===== src/rtl/multicycle_ctrl.sv =====
// ---------------------------------------------------------------------------
// multicycle_ctrl
// Control FSM for a multi-cycle 32-bit MIPS-subset datapath. It sequences
// FETCH / DECODE / EXEC / MEM / WB and drives the datapath muxes, ALU control,
// register-file and memory strobes. Memory accesses use a ready handshake
// from the shared instruction/data memory, guarded by a timeout counter.
//
// Ports
//   clk, rst               clock (rising edge), synchronous active-high reset
//   opcode, funct          instr[31:26] / instr[5:0] from the IR register
//   zero                   ALU zero flag (used by BEQ in EXEC)
//   mem_ready              memory completed the current access this cycle
//   PCWrite, PCSrc         PC load enable and next-PC select (00/01/10)
//   IorD                   memory address select (0 = PC, 1 = ALU result)
//   IRWrite                IR load enable
//   MemRead, MemWrite      memory requests
//   ALUSrc, ExtOp, ALUOp   ALU operand-B select, immediate extension, ALU op
//   RegDst, MemtoReg       register-file write address / data selects
//   RegWrite               register-file write enable
//   illegal, bus_err       sticky error flags (cleared only by rst)
//   state                  current FSM state for debug
// ---------------------------------------------------------------------------
module multicycle_ctrl #(
  parameter int MEM_TIMEOUT = 255,
  parameter int TO_W        = 8
) (
  input  logic       clk,
  input  logic       rst,
  input  logic [5:0] opcode,
  input  logic [5:0] funct,
  input  logic       zero,
  input  logic       mem_ready,
  output logic       PCWrite,
  output logic [1:0] PCSrc,
  output logic       IorD,
  output logic       IRWrite,
  output logic       MemRead,
  output logic       MemWrite,
  output logic       ALUSrc,
  output logic       ExtOp,
  output logic [1:0] ALUOp,
  output logic       RegDst,
  output logic       MemtoReg,
  output logic       RegWrite,
  output logic       illegal,
  output logic       bus_err,
  output logic [2:0] state
);

  localparam logic [2:0] S_FETCH  = 3'd0;
  localparam logic [2:0] S_DECODE = 3'd1;
  localparam logic [2:0] S_EXEC   = 3'd2;
  localparam logic [2:0] S_MEM    = 3'd3;
  localparam logic [2:0] S_WB     = 3'd4;
  localparam logic [2:0] S_TRAP   = 3'd7;

  localparam logic [5:0] OP_R    = 6'h00;
  localparam logic [5:0] OP_J    = 6'h02;
  localparam logic [5:0] OP_BEQ  = 6'h04;
  localparam logic [5:0] OP_ADDI = 6'h08;
  localparam logic [5:0] OP_ORI  = 6'h0D;
  localparam logic [5:0] OP_LW   = 6'h23;
  localparam logic [5:0] OP_SW   = 6'h2B;

  // Counter value on the last permitted wait cycle.
  localparam logic [TO_W-1:0] TO_LAST = TO_W'(MEM_TIMEOUT - 1);

  logic [2:0]      r_state;
  logic [5:0]      r_op;
  logic [TO_W-1:0] r_cnt;
  logic            r_illegal;
  logic            r_bus_err;

  logic [2:0]      w_next;
  logic            w_wait;
  logic            w_timeout;
  logic            w_bad_op;
  logic            w_unused_funct;

  // funct is decoded by the ALU control, not by this FSM.
  assign w_unused_funct = ^funct;

  function automatic logic is_supported(input logic [5:0] op);
    case (op)
      OP_R, OP_J, OP_BEQ, OP_ADDI, OP_ORI, OP_LW, OP_SW: is_supported = 1'b1;
      default:                                          is_supported = 1'b0;
    endcase
  endfunction

  assign w_wait    = (r_state == S_FETCH) || (r_state == S_MEM);
  // Timeout fires only on the last permitted wait with ready still low;
  // ready on that same cycle counts as success.
  assign w_timeout = w_wait && !mem_ready && (r_cnt == TO_LAST);
  assign w_bad_op  = (r_state == S_DECODE) && !is_supported(opcode);

  // Next-state selection.
  always_comb begin
    w_next = r_state;
    case (r_state)
      S_FETCH: begin
        if (mem_ready) begin
          w_next = S_DECODE;
        end else if (w_timeout) begin
          w_next = S_TRAP;
        end else begin
          w_next = S_FETCH;
        end
      end
      S_DECODE: begin
        if (is_supported(opcode)) begin
          w_next = S_EXEC;
        end else begin
          w_next = S_TRAP;
        end
      end
      S_EXEC: begin
        case (r_op)
          OP_R, OP_ADDI, OP_ORI: w_next = S_WB;
          OP_LW, OP_SW:          w_next = S_MEM;
          OP_BEQ, OP_J:          w_next = S_FETCH;
          default:               w_next = S_TRAP;
        endcase
      end
      S_MEM: begin
        if (mem_ready) begin
          if (r_op == OP_LW) begin
            w_next = S_WB;
          end else begin
            w_next = S_FETCH;
          end
        end else if (w_timeout) begin
          w_next = S_TRAP;
        end else begin
          w_next = S_MEM;
        end
      end
      S_WB:    w_next = S_FETCH;
      S_TRAP:  w_next = S_TRAP;
      // Unused encodings are treated as a fault and parked in TRAP.
      default: w_next = S_TRAP;
    endcase
  end

  // State, latched opcode, timeout counter and sticky flags.
  always_ff @(posedge clk) begin
    if (rst) begin
      r_state   <= S_FETCH;
      r_op      <= 6'h00;
      r_cnt     <= '0;
      r_illegal <= 1'b0;
      r_bus_err <= 1'b0;
    end else begin
      r_state <= w_next;
      if (r_state == S_DECODE) begin
        r_op <= opcode;
      end else begin
        r_op <= r_op;
      end
      // Any state change clears the counter, so it starts at zero on entry
      // to FETCH or MEM; it only advances while waiting on memory.
      if (w_next != r_state) begin
        r_cnt <= '0;
      end else if (w_wait && !mem_ready) begin
        r_cnt <= r_cnt + {{(TO_W-1){1'b0}}, 1'b1};
      end else begin
        r_cnt <= r_cnt;
      end
      r_illegal <= r_illegal | w_bad_op;
      r_bus_err <= r_bus_err | w_timeout;
    end
  end

  // Control strobes from state and latched opcode; all low while rst is high.
  always_comb begin
    PCWrite  = 1'b0;
    PCSrc    = 2'b00;
    IorD     = 1'b0;
    IRWrite  = 1'b0;
    MemRead  = 1'b0;
    MemWrite = 1'b0;
    ALUSrc   = 1'b0;
    ExtOp    = 1'b0;
    ALUOp    = 2'b00;
    RegDst   = 1'b0;
    MemtoReg = 1'b0;
    RegWrite = 1'b0;
    if (!rst) begin
      case (r_state)
        S_FETCH: begin
          MemRead = 1'b1;
          IorD    = 1'b0;
          if (mem_ready) begin
            IRWrite = 1'b1;
            PCWrite = 1'b1;
          end else begin
            IRWrite = 1'b0;
            PCWrite = 1'b0;
          end
        end
        S_EXEC: begin
          case (r_op)
            OP_R: begin
              ALUSrc = 1'b0;
              ALUOp  = 2'b10;
            end
            OP_ADDI, OP_LW, OP_SW: begin
              ALUSrc = 1'b1;
              ExtOp  = 1'b1;
              ALUOp  = 2'b00;
            end
            OP_ORI: begin
              ALUSrc = 1'b1;
              ExtOp  = 1'b0;
              ALUOp  = 2'b11;
            end
            OP_BEQ: begin
              // PCSrc stays on the branch target; zero only gates the load.
              ALUSrc  = 1'b0;
              ExtOp   = 1'b1;
              ALUOp   = 2'b01;
              PCSrc   = 2'b01;
              PCWrite = zero;
            end
            OP_J: begin
              PCSrc   = 2'b10;
              PCWrite = 1'b1;
            end
            default: ALUOp = 2'b00;
          endcase
        end
        S_MEM: begin
          IorD = 1'b1;
          if (r_op == OP_LW) begin
            MemRead = 1'b1;
          end else if (r_op == OP_SW) begin
            MemWrite = 1'b1;
          end else begin
            MemRead = 1'b0;
          end
        end
        S_WB: begin
          RegWrite = 1'b1;
          case (r_op)
            OP_LW: begin
              MemtoReg = 1'b1;
              RegDst   = 1'b0;
            end
            OP_R:    RegDst = 1'b1;
            default: RegDst = 1'b0;
          endcase
        end
        default: PCWrite = 1'b0;
      endcase
    end else begin
      MemRead  = 1'b0;
      MemWrite = 1'b0;
      PCWrite  = 1'b0;
    end
  end

  assign state   = r_state;
  assign illegal = r_illegal;
  assign bus_err = r_bus_err;

endmodule


===== config.mk =====
export PLATFORM = sky130hd
export DESIGN_NAME = multicycle_ctrl
export DESIGN_NICKNAME = d
export VERILOG_FILES = /design/src/rtl/multicycle_ctrl.sv
export SDC_FILE = /design/constraint.sdc
export NUM_CORES = 1
export LEC_CHECK = 0
export ABC_AREA = 1
export CAP_MARGIN = 10
export CORE_MARGIN = 2
export CORE_UTILIZATION = 51
export DETAILED_ROUTE_END_ITERATION = 12
export GPL_ROUTABILITY_DRIVEN = 0
export PLACE_DENSITY = 0.84
export SLEW_MARGIN = 20
export SYNTH_ARGS = -nofsm -noshare
export SYNTH_HDL_FRONTEND = slang
export SYNTH_SLANG_ARGS = --single-unit

===== constraint.sdc =====
create_clock -name clk -period 3.4 [get_ports clk]
set_clock_uncertainty 0.05 [all_clocks]
set_input_delay 1.02 -clock clk [delete_from_list [all_inputs] [get_ports clk]]
set_output_delay 1.02 -clock clk [all_outputs]
set_load 0.01 [all_outputs]

==> results.md, run 1 <==
- Status: completed
- H-tree levels: 1
- CP startpoint kind: input port
- Number of global-route vias before repair: approximately 1200
- Average size of a mapped cell: ~6.2 sq um
- Int Pwr: ~0.00055 W
- Worst min-delay path class: flop to flop
- Slew HR: 0.679
- Crit path DAT: between 2 and 2.5 ns
- Clock group share of total power: 0.106
- Hold Violations, Final: 0
- Hold path cells: 2
- Worst path required time: about 2.3 ns
- Post-placement cell count: 260
- DRC: 0
- Initial DRC Count: 48
- Routed WL per cell: between 10 and 15 um
- Kind of critical path: input port to output pin
- Yosys top cell area share: 0.304
- Synth Cell Area: approximately 1300 sq um
- Warnings, synthesis: 0
- IO Pins: 35
- Initial antenna violation count: 0
- Hold Path Sink: illegal
- Worst reg-to-reg setup slack: around 1.5 ns
- Fin. max-slew vios: 0
- DIE WIDTH: 53.6 um
- Fin nets: between 200 and 300
- Worst-Margin Slew: approximately 0.48 ns
- Root Driver: clkbuf_4
- Worst-path fanout max: 5
- Die height: ~54 um
- Worst Hold Launch: illegal
- RSZ-0062 raised after global routing: no
- Final setup fails: 0
- R2r worst-path depth: 9
- Fin area: 1650 sq um
- Core Area: ~2300 sq um
- Endpoint type of the worst setup path: output pin
- Pwr Density: 650 nW/um^2
- Synth area leader: dfxtp_1
- Via count: 1391
- Grt total ovfl: 0
- Largest net degree at the start of global routing: 11
- Commonest non-fill, non-tap cell in the layout: nor2_1
- Drt via density: around 5.2
- Final wirelength: ~3000 um
- Row cnt: 17
- Port Buffers: 28
- Final Util: 0.723
- Fill cells: about 190
- TritonRoute pass-1 iters: 4
- Initial core utilization: 0.550
- Die area: about 2900 sq um
- Fin cells: 265
- Post-synthesis cell type count: 26
- Worst-path clk slew: about 0.11 ns
- Clock sinks: 19
- Sw frac: 0.487
- Synth area leaders: dfxtp_1 (30%), nor2_1 (13%), inv_1 (9.6%)
- Clk_lat worst skew: 0.30 ns
- Inserted Clock Buffers: 3
- # hold bufs at CTS: 0
- Seq/Total Area, Yosys: 0.304
- R2R Path End: r_cnt[1]
- First-pass GRT wire length: 4830 um
- Multi-input logic area: ~750 sq um
- Fmax: 301 MHz
- Syn-to-layout area delta: 31.4%
- Leak: about 0.84 nW
- Detail Route Antenna Nets: 0
- Syn Inst Count: 201
- Diodes inserted: 0
- Most frequent cells in the layout: nor2_1 (44), inv_1 (32), nand2_1 (30), nand3_1 (19), dfxtp_1 (19)
- Max Cap Viol: 0
- Register Area: roughly 380 sq um
- Comb pwr share: 0.586
- CTS tree: yes
- Reg-to-Reg Start: state[0]
- Layout cell share with drive strength beyond 1: 0.0970
- Post-synthesis net count: 219
- Total chip power: around 0.0011 W
- Dpl hpwl: between 2000 and 2500 um
- Min Tclk post-route: around 3.3 ns
- Placed inst area: 1590 sq um
- Yosys reg bits: 19
- Clock tree buffer depth: 2
- Final period utilization: 0.976
- Maximum VDD drop: 0.409 mV
- NetSw: between 0.0005 and 0.0006 W
- Fraction of power consumed by sequential logic: 0.307
- Crit path from: rst
- GRT Util Overall: 0.230
## Yosys cell counts
master	n
nor3_2	2
xnor2_1	1
nor2_2	2
o22ai_1	1
dfxtp_1	19
nand2_2	4
nand3b_1	1
nand2_4	1
a21oi_1	10
ha_1	2
nor2_4	1
o21bai_1	1
nand4_1	6
nand2_1	30
nand3_1	19
a211oi_1	1
inv_2	1
o21ai_0	8
clkbuf_1	1
nor2_1	45
xor2_1	6
a21oi_2	1
nor3_1	3
inv_1	32
a31o_2	1
a31oi_1	2
## sequential cells by signal, indices dropped and copies added, names as in the netlist
signal,count
bus_err,1
state,3
r_op,6
illegal,1
r_cnt,8
## worst max-delay path, stage by stage
cell	delay, ns
dlygate4sd2_1	0.30
nor2_2	0.18
inv_1	0.11
nor2_1	0.09
clkdlybuf4s50_1	0.54
## worst max path at each step
stage / end / depth (start not counted) / slack [ns]
2_1_floorplan: ALUSrc / 4 / 0.62
3_3_place_gp: ALUSrc / 5 / -0.19
3_5_place_dp: ALUSrc / 5 / -0.25
4_1_cts: MemWrite / 4 / 0.05
5_1_grt: PCSrc[0] / 5 / 0.007
6_report: PCSrc[0] / 5 / 0.08
## final cells by class
class                           instances  share of cell area
Clock buffer                            4              0.0160
Sequential cell                        19               0.231
Tap cell                               28              0.0213
Inverter                               33              0.0753
Multi-Input combinational cell        148               0.457
Timing Repair Buffer                   33               0.199
## power by group through the flow
stage	Combinational (W)	Sequential, W	Clock (W)
5_1_grt	0.000705	0.000334	0.000126
6_report	0.000627	0.000328	0.000114
3_3_place_gp	0.000603	0.000329	0
4_1_cts	0.000623	0.000325	0.000117
2_1_floorplan	0.000431	0.000330	0
3_5_place_dp	0.000623	0.000330	0
## cell families (layout without fill, tap and decap cells)
logic type | Yosys count | count (layout) | share of synthesized area
and+or+nand+nor | 114 | 114 | 0.413
buffers and inverters | 34 | 70 | 0.102
AOI/OAI and AO/OA | 25 | 25 | 0.113
DFF | 19 | 19 | 0.304
xor gates and xnor gates | 7 | 7 | 0.0490
adders and majority gates | 2 | 2 | 0.0200
## layer usage
layer  GRT usage  up-vias  part of all wire
li1            -      714                 -
met1       0.270      615              0.45
met4       0.103        0             0.024
met5           0        -                 0
met2       0.401       50              0.47
met3      0.0500       12             0.058
## metrics by stage
step	setup TNS (ns)	hold slack [ns]	setup slack [ns]
after global placement	-1.38	0.393	-0.195
after floorplan	0	0.408	0.622
after global routing	0	0.449	0.00680
final	0	0.411	0.0825
after detailed placement	-1.70	0.399	-0.248
after CTS	0	0.416	0.0461
## repair_timing
item                                    4_1_cts  5_1_grt
endpoints found under the setup margin       14        4
resized for setup                             6        6
pin swaps                                     1        1
buffers inserted                              1        0
Power figures use the tool's default switching activity.
==> run 2, diff against run 1 <==
- PLACE_DENSITY: 0.84 -> unset
- PLACE_DENSITY_LB_ADDON: unset -> 0.2
==> run 2 against run 1 <==
Effect of this change: register-to-register slack barely moved; sequential share of layout area fell by 0.11 points; flip-flop and latch count did not move; core utilization rose by 0.33 points; power rose by 0.57%; via count fell by 1.5%; sequential power barely moved; wire length fell by 1.1%; largest power group unchanged.
==> results.md, run 2 (synthesis gave the netlist of run 1 again) <==
- CP startpoint kind: input port
- Worst Hold Launch: illegal
- GRT Util Overall: 0.234
- Worst-path fanout max: 5
- Routed WL per cell: about 11 um
- WHS: 0.427 ns
- Root Driver: clkbuf_4
- # hold bufs at CTS: 0
- Endpoint type of the worst setup path: output pin
- Reg-to-Reg Start: state[2]
- Number of global-route vias before repair: roughly 1200
- Met1 usage: 0.296
- Register Area: 380 sq um
- Most frequent cells in the layout: nor2_1 (44), inv_1 (32), nand2_1 (30), clkdlybuf4s50_1 (21)
- Fin. max-slew vios: 0
- Clock tree buffer depth: 2
- Final wirelength: roughly 3000 um
- Layout cell share with drive strength beyond 1: 0.101
- Port Buffers: 28
- GRT busiest layer: met2
- TritonRoute pass-1 iters: 4
- Initial antenna violation count: 0
- Clk_lat worst skew: approximately 0.3 ns
- Clock sinks: 19
- Inserted Clock Buffers: 3
- Initial DRC Count: 20
- Leak: between 0.8 and 0.9 nW
- R2R Path End: r_cnt[3]
- Hold Path Sink: illegal
- Hold path cells: 2
- Place WS: -0.217 ns
- Crit path DAT: around 2.3 ns
- CTS tree: yes
- Crit path from: rst
- Met3 Use GR: 0.0361
- Maximum VDD drop: 0.406 mV
- Largest net degree at the start of global routing: 11
- Detail Route Antenna Nets: 0
- Min Tclk post-route: approximately 3.3 ns
- Initial core utilization: 0.550
- Final setup fails: 0
- Fmax: between 300 and 400 MHz
- DIE WIDTH: between 50 and 60 um
- IO Pins: 35
- Multi-input logic area: around 750 sq um
- Diodes inserted: 0
- H-tree levels: 1
- Core Area: about 2300 sq um
- Setup ws final: between 0.07 and 0.08 ns
- Commonest non-fill, non-tap cell in the layout: nor2_1
- R2r worst-path depth: 12
- Routing usage on met2: 0.412
- Drt via density: 5.15
- Max Cap Viol: 0
- Biggest register: r_cnt
- Hold Violations, Final: 0
- Slew HR: 0.688
- Fin nets: approximately 260
- Worst min-delay path class: flop to flop
- Syn-to-layout area delta: 32.0%
- Status: completed
- Die area: 2870 sq um
- Total Negative Setup Slacks: 0 ns
- Worst path required time: approximately 2.3 ns
- RSZ-0062 raised after global routing: no
- Dpl hpwl: approximately 2400 um
- Die height: 53.6 um
- DRC: 0
- Number of flip-flops under the largest register name: 8
- Worst-Margin Slew: approximately 0.46 ns
- Grt total ovfl: 0
- First-pass GRT wire length: 5040 um
- Worst reg-to-reg setup slack: between 1.5 and 2 ns
- Final period utilization: 0.977
- Final Util: 0.726
- Kind of critical path: input port to output pin
- Via count: 1370
- Fill cells: 185
- Row cnt: 17
- Pwr Density: about 650 nW/um^2
- Total chip power: 0.00108 W
- Worst-path clk slew: 0.11 ns
==> run 2: cell count changes in the layout (fill, tap and decap cells not counted) <==
cell	before	now
buf_4	5	6
clkdlybuf4s50_1	18	21
dlygate4sd2_1	4	2
dlymetal6s2s_1	6	5
==> run 2: power breakdown <==
| group | leakage (nW) | internal (W) | switching [W] |
|---|---|---|---|
| clock network | 0.0150 | 0.0000457 | 0.0000698 |
| registers | 0.155 | 0.000273 | 0.0000547 |
| logic | 0.638 | 0.000236 | 0.000396 |
==> run 2: final cells by class <==
class / instances / share of cell area
Clock buffer: 4 / 0.0159
Inverter: 33 / 0.0749
Multi-Input combinational cell: 148 / 0.455
Sequential cell: 19 / 0.230
Tap cell: 28 / 0.0212
Timing Repair Buffer: 34 / 0.203
==> run 2: per-stage QoR <==
step	instance area [sq um]	std cells
6_report	1650	266
5_1_grt	1650	266
4_1_cts	1630	265
3_5_place_dp	1600	261
3_3_place_gp	1600	261
2_1_floorplan	1250	201
==> run 2: how the worst max path moves through the flow <==
| stage | end | slack (ns) |
|---|---|---|
| after floorplan | ALUSrc | 0.62 |
| after global placement | ALUSrc | -0.20 |
| after detailed placement | ALUSrc | -0.22 |
| after CTS | IRWrite | 0.02 |
| after global routing | ALUOp[0] | 0.01 |
| final | ALUOp[0] | 0.08 |
==> run 2: critical path, stage by stage <==
cell and delay [ns]:
dlygate4sd2_1 0.30, nor2_2 0.15, inv_1 0.11, a21oi_1 0.12
clkdlybuf4s50_1 0.55
==> run 2: timing repair <==
action / CTS / global route
endpoints found under the setup margin: 14 / 7
pin swaps: 1 / 1
setup buffers: 0 / 1
gates resized for setup: 4 / 5
==> run 2: layer usage <==
metal  routed length, um  part of all wire  up-vias
met1                1450              0.49      621
met2                1380              0.47       30
met4                  31             0.010        0
li1                    -                 -      715
met5                   0                 0        -
met3                 101             0.034        4
